<file path="src/rtl/edge_event_arbiter.sv">
// Multi-channel edge detector with one pending slot per channel and a
// round-robin output register that presents one event at a time over valid/ready.
module edge_event_arbiter #(
  parameter int N_CH = 4,
  parameter int ID_W = 2
) (
  input  logic              clk,
  input  logic              rstn,
  input  logic [N_CH-1:0]   in,
  input  logic [2*N_CH-1:0] mode,
  output logic              evt_valid,
  input  logic              evt_ready,
  output logic [ID_W-1:0]   evt_ch,
  output logic [1:0]        evt_type,
  output logic [N_CH-1:0]   drop,
  input  logic              drop_clr
);

  logic [N_CH-1:0]      in_d;
  logic [N_CH-1:0]      rise;
  logic [N_CH-1:0]      fall;
  logic [N_CH-1:0]      hit;
  logic [N_CH-1:0]      pending;
  logic [N_CH-1:0]      taken;
  logic [N_CH-1:0]      overflow;
  logic [N_CH-1:0][1:0] ptype;
  logic [ID_W-1:0]      rr_last;
  logic [ID_W-1:0]      winner;
  logic [ID_W-1:0]      hi_idx;
  logic [ID_W-1:0]      lo_idx;
  logic                 hi_found;
  logic                 out_free;
  logic                 load;

  assign rise     = in & ~in_d;
  assign fall     = ~in & in_d;
  assign out_free = ~evt_valid | evt_ready;
  assign load     = out_free & (|pending);

  always_comb begin
    hit = '0;
    for (int i = 0; i < N_CH; i++) begin
      hit[i] = (rise[i] & mode[2*i]) | (fall[i] & mode[2*i+1]);
    end
  end

  // Round robin: lowest pending index above rr_last, else wrap to lowest pending overall.
  always_comb begin
    hi_found = 1'b0;
    hi_idx   = '0;
    lo_idx   = '0;
    for (int j = N_CH - 1; j >= 0; j--) begin
      if (pending[j]) begin
        lo_idx = ID_W'(j);
        if (j > int'(rr_last)) begin
          hi_found = 1'b1;
          hi_idx   = ID_W'(j);
        end
      end
    end
    winner = hi_found ? hi_idx : lo_idx;
  end

  always_comb begin
    taken    = '0;
    overflow = '0;
    for (int i = 0; i < N_CH; i++) begin
      taken[i]    = load && (int'(winner) == i);
      overflow[i] = hit[i] & pending[i] & ~taken[i];
    end
  end

  always_ff @(posedge clk or negedge rstn) begin
    if (!rstn) begin
      in_d <= '0;
    end else begin
      in_d <= in;
    end
  end

  // A slot being handed to the output this cycle can accept a new edge without loss.
  always_ff @(posedge clk or negedge rstn) begin
    if (!rstn) begin
      pending <= '0;
      ptype   <= '0;
    end else begin
      for (int i = 0; i < N_CH; i++) begin
        if (hit[i] && (!pending[i] || taken[i])) begin
          pending[i] <= 1'b1;
          ptype[i]   <= {fall[i], rise[i]};
        end else if (taken[i]) begin
          pending[i] <= 1'b0;
        end
      end
    end
  end

  always_ff @(posedge clk or negedge rstn) begin
    if (!rstn) begin
      drop <= '0;
    end else begin
      drop <= (drop & ~{N_CH{drop_clr}}) | overflow;
    end
  end

  always_ff @(posedge clk or negedge rstn) begin
    if (!rstn) begin
      evt_valid <= 1'b0;
      evt_ch    <= '0;
      evt_type  <= '0;
      rr_last   <= ID_W'(N_CH - 1);
    end else if (out_free) begin
      if (load) begin
        evt_valid <= 1'b1;
        evt_ch    <= winner;
        evt_type  <= ptype[winner];
        rr_last   <= winner;
      end else begin
        evt_valid <= 1'b0;
      end
    end
  end

endmodule

</file>
<file path="config.mk">
export PLATFORM = sky130hd
export DESIGN_NAME = edge_event_arbiter
export DESIGN_NICKNAME = d
export VERILOG_FILES = /design/src/rtl/edge_event_arbiter.sv
export SDC_FILE = /design/constraint.sdc
export NUM_CORES = 1
export LEC_CHECK = 0
export BUFFER_PORTS_ARGS = -buffer_cell sky130_fd_sc_hd__buf_2
export CAP_MARGIN = 25
export CORE_MARGIN = 4
export CORE_UTILIZATION = 45
export DETAILED_ROUTE_END_ITERATION = 16
export PLACE_DENSITY = 0.69
export SLEW_MARGIN = 20
export SYNTH_ARGS = -nofsm -noshare
export SYNTH_HDL_FRONTEND = slang
export SYNTH_SLANG_ARGS = --single-unit
</file>
<file path="constraint.sdc">
create_clock -name clk -period 1.7 [get_ports clk]
set_input_delay 0.17 -clock clk [delete_from_list [all_inputs] [get_ports clk]]
set_output_delay 0.17 -clock clk [all_outputs]
set_load 0.02 [all_outputs]
</file>
==> results.ini <==
[final_layout]
syn_to_final_growth_pct = 29.5
final_cells = 227
antennaDiodeCount = 0
nets = 200
drive_above_1_share_pct = 41.5

[setup_path]
cp_slowest_cell = dfstp_2
crit_arrival_ps = 2060
r2r-end = ptype[6]$_DFFE_PN0P_
timing.critical_path.from = rr_last[0]$_DFFE_PN1P_
cpPeakStageDelay_ps = 620
r2r-start = rr_last[0]$_DFFE_PN1P_
path_cells = or2b_1 > a21o_1 > nand4_4 > a211oi_4 > mux2_4
r2r_slack_ps = -150
critPathBufInv = 0
worst-path-stages = 5
path_class = flip-flop to flip-flop
crit_fanout = 6
critPathLaunchType = flip-flop
r2r_cells = 5
crit_family = flip-flops
cp_data_required_time_ps = 1920
crit_end = ptype[6]$_DFFE_PN0P_
worstSetupEndpointType = flip-flop

[synthesis]
syn_area_per_cell_um2 = 10.6
synth_async_sr_flop_share_pct = 100
ys.flop_type = dfrtp_1
yosys.cell_types.count = 44
netlist_area_um2 = 1430
synth_warnings = 0
ys_ff_latch = 27
syn_inst = 135
synth_edf_count = 0
yosysSeqAreaShare_pct = 47.4
synth_nets = 151

[global_routing]
grt_pass1_wl_mm = 6.00
grt_overflow = 0
grt_pass1_vias = 1264
grt_max_degree = 28
grtUsageTotal_pct = 18.6
antenna_found_initial = 0

[place]
dp.cells = 212
dp_hpwl_mm = 2.44
io_buffers = 24
gp_congestion = 0.913

[clocking]
path_clk_slew_ps = 160
tritoncts = done
cts_root_buffer = clkbuf_4
cts_htree_levels = 1
insertion_delay_ps = 330
clock_path_buffers = 2
cts.sinks = 27
cts_made_buffers = 3

[sta]
hold_violations = 0
period_minus_slack_ps = 1850
grt_setup_unrepaired = yes
setup_ws_ps = -146
setup_viol = 12
max_slew_margin_pct = 58.8
setup_tns_ps = -738
worst_pin_slew_ps = 619
fmax_mhz = 542
slew_violations = 0
fin_skew_ps = 21.3
finalCritPeriodShare_pct = 109

[outcome]
status = finished with violations
violations = setup timing

[hold_path]
hold_class = input port to flip-flop
min-delay-start = mode[3]

[power]
p_total_mw = 3.42
vdd_drop_max_v = 0.000850
power_density_nw_per_um2 = 1850
power_leakage_nw = 0.806

[routing]
routed-wl-met2_mm = 1.75
avgRoutedWirePerCell_um = 15.3
met3_length_um = 120
dr.first_iter.drc_count = 47
drt-met1-wl_mm = 1.50
antenna_left = 0
wl_mm = 3.46
vias_per_cell = 5.30
top_layer = met4
vias = 1202
drt_drc_violations_left = 0
first_pass_iters = 4

[die]
core_area_um2 = 3050
rows = 20
fp.dieW_um = 64.4
dieArea_um2 = 4150
die_y_um = 64.4
start_util_pct = 46.9
num_io_pins = 25

[job]
maxCapViolCount = 0

-- synth_stat cells, types with 2 or more instances --
| master | n | area [um2] |
|---|---|---|
| dfstp_2 | 2 | 52.6 |
| o22ai_1 | 4 | 25.0 |
| buf_6 | 2 | 22.5 |
| mux2i_1 | 6 | 60.1 |
| nor2b_1 | 4 | 25.0 |
| a221oi_1 | 2 | 17.5 |
| buf_4 | 2 | 15.0 |
| a21bo_2 | 2 | 20.0 |
| inv_1 | 7 | 26.3 |
| o21ai_0 | 8 | 40.0 |
| o211ai_1 | 7 | 52.6 |
| a31oi_1 | 2 | 12.5 |
| dfrtp_1 | 25 | 626 |
| a311oi_1 | 2 | 17.5 |
| nor2_1 | 11 | 41.3 |
| nand2_1 | 18 | 67.6 |
| o21a_1 | 2 | 15.0 |
| nor3_1 | 2 | 10.0 |
| nand2b_1 | 2 | 12.5 |
-- where the power goes --
| part | internal (mW) | switching (mW) | leakage (nW) |
|---|---|---|---|
| combinational | 0.973 | 1.05 | 0.490 |
| sequential | 0.880 | 0.234 | 0.298 |
| clock | 0.0883 | 0.196 | 0.0177 |
| total | 1.94 | 1.48 | 0.806 |
-- cell usage in the layout (no fill, tap or decap), drive strengths merged, types with 3 or more instances in the layout --
| cell | count |
|---|---|
| nor2 | 12 |
| o21ai | 8 |
| dfrtp | 25 |
| buf | 43 |
| a31oi | 3 |
| mux2i | 6 |
| nand2 | 18 |
| clkbuf | 3 |
| nor2b | 4 |
| o22ai | 5 |
| dlygate4sd3 | 5 |
| inv | 7 |
| o211ai | 7 |
-- how the worst min path moves through the flow --
stage	to	slack [ps]	cells past startpoint
after floorplan	drop[0]$_DFF_PN0_	-130	0
after global placement	evt_ch[0]$_DFFE_PN0P_	210	1
after detailed placement	drop[1]$_DFF_PN0_	210	1
after CTS	pending[1]$_DFFE_PN0P_	90	3
after global routing	drop[0]$_DFF_PN0_	90	2
final	pending[1]$_DFFE_PN0P_	100	3
-- worst reg2reg max path: cells and delay by family, from the launching register on --
family           cells  cell delay [ps]
flip-flops           1              620
AO/OA/AOI/OAI        2              500
AND/OR/NAND/NOR      2              280
multiplexers         1              320
-- flip-flops by register name (all words and copies together) (netlist names) --
signal,flops
rr_last,2
evt_valid,1
pending,4
ptype,8
evt_type,2
in_d,4
evt_ch,2
drop,4
-- metal layers --
layer | GRT usage, % | vias up
met4 | 8.18 | 0
met5 | 0 | -
met1 | 24.4 | 586
met2 | 30.3 | 28
met3 | 2.81 | 8
li1 | - | 580
-- cell families (layout without fill, tap and decap cells) --
logic type             count (synthesis)  in the layout  synth area share, %
AO/OA/AOI/OAI                         42             42                 23.9
AND/OR/NAND/NOR                       48             48                 19.1
multiplexers                           7              7                 5.24
buffers and inverters                 11             59                 4.46
flip-flops                            27             27                 47.4
-- final cells by class --
class,count,area (um2)
Clock buffer,3,22.5
Clock inverter,1,5.00
Fill cell,259,1200
Inverter,7,26.3
Multi-Input combinational cell,97,749
Sequential cell,27,678
Tap cell,44,55.1
Timing Repair Buffer,48,317
-- metrics by stage --
step	instance area, um2	setup slack [ps]	hold WS, ps	util (%)
final	1850	-146	102	60.7
after global routing	1850	-226	87.8	60.7
after global placement	1670	-43.3	214	54.6
after CTS	1800	-76.0	94.3	58.9
after detailed placement	1670	-106	213	54.6
after floorplan	1440	-20.7	-126	-
-- what timing repair did --
action	4_1_cts	5_1_grt
pin swaps	7	4
hold buffers	5	0
endpoints found under the setup margin	15	18
hold endpoints to repair	29	0
buffers inserted	3	3
gates resized for setup	12	7
No activity file was read; power rests on OpenSTA's default activity.
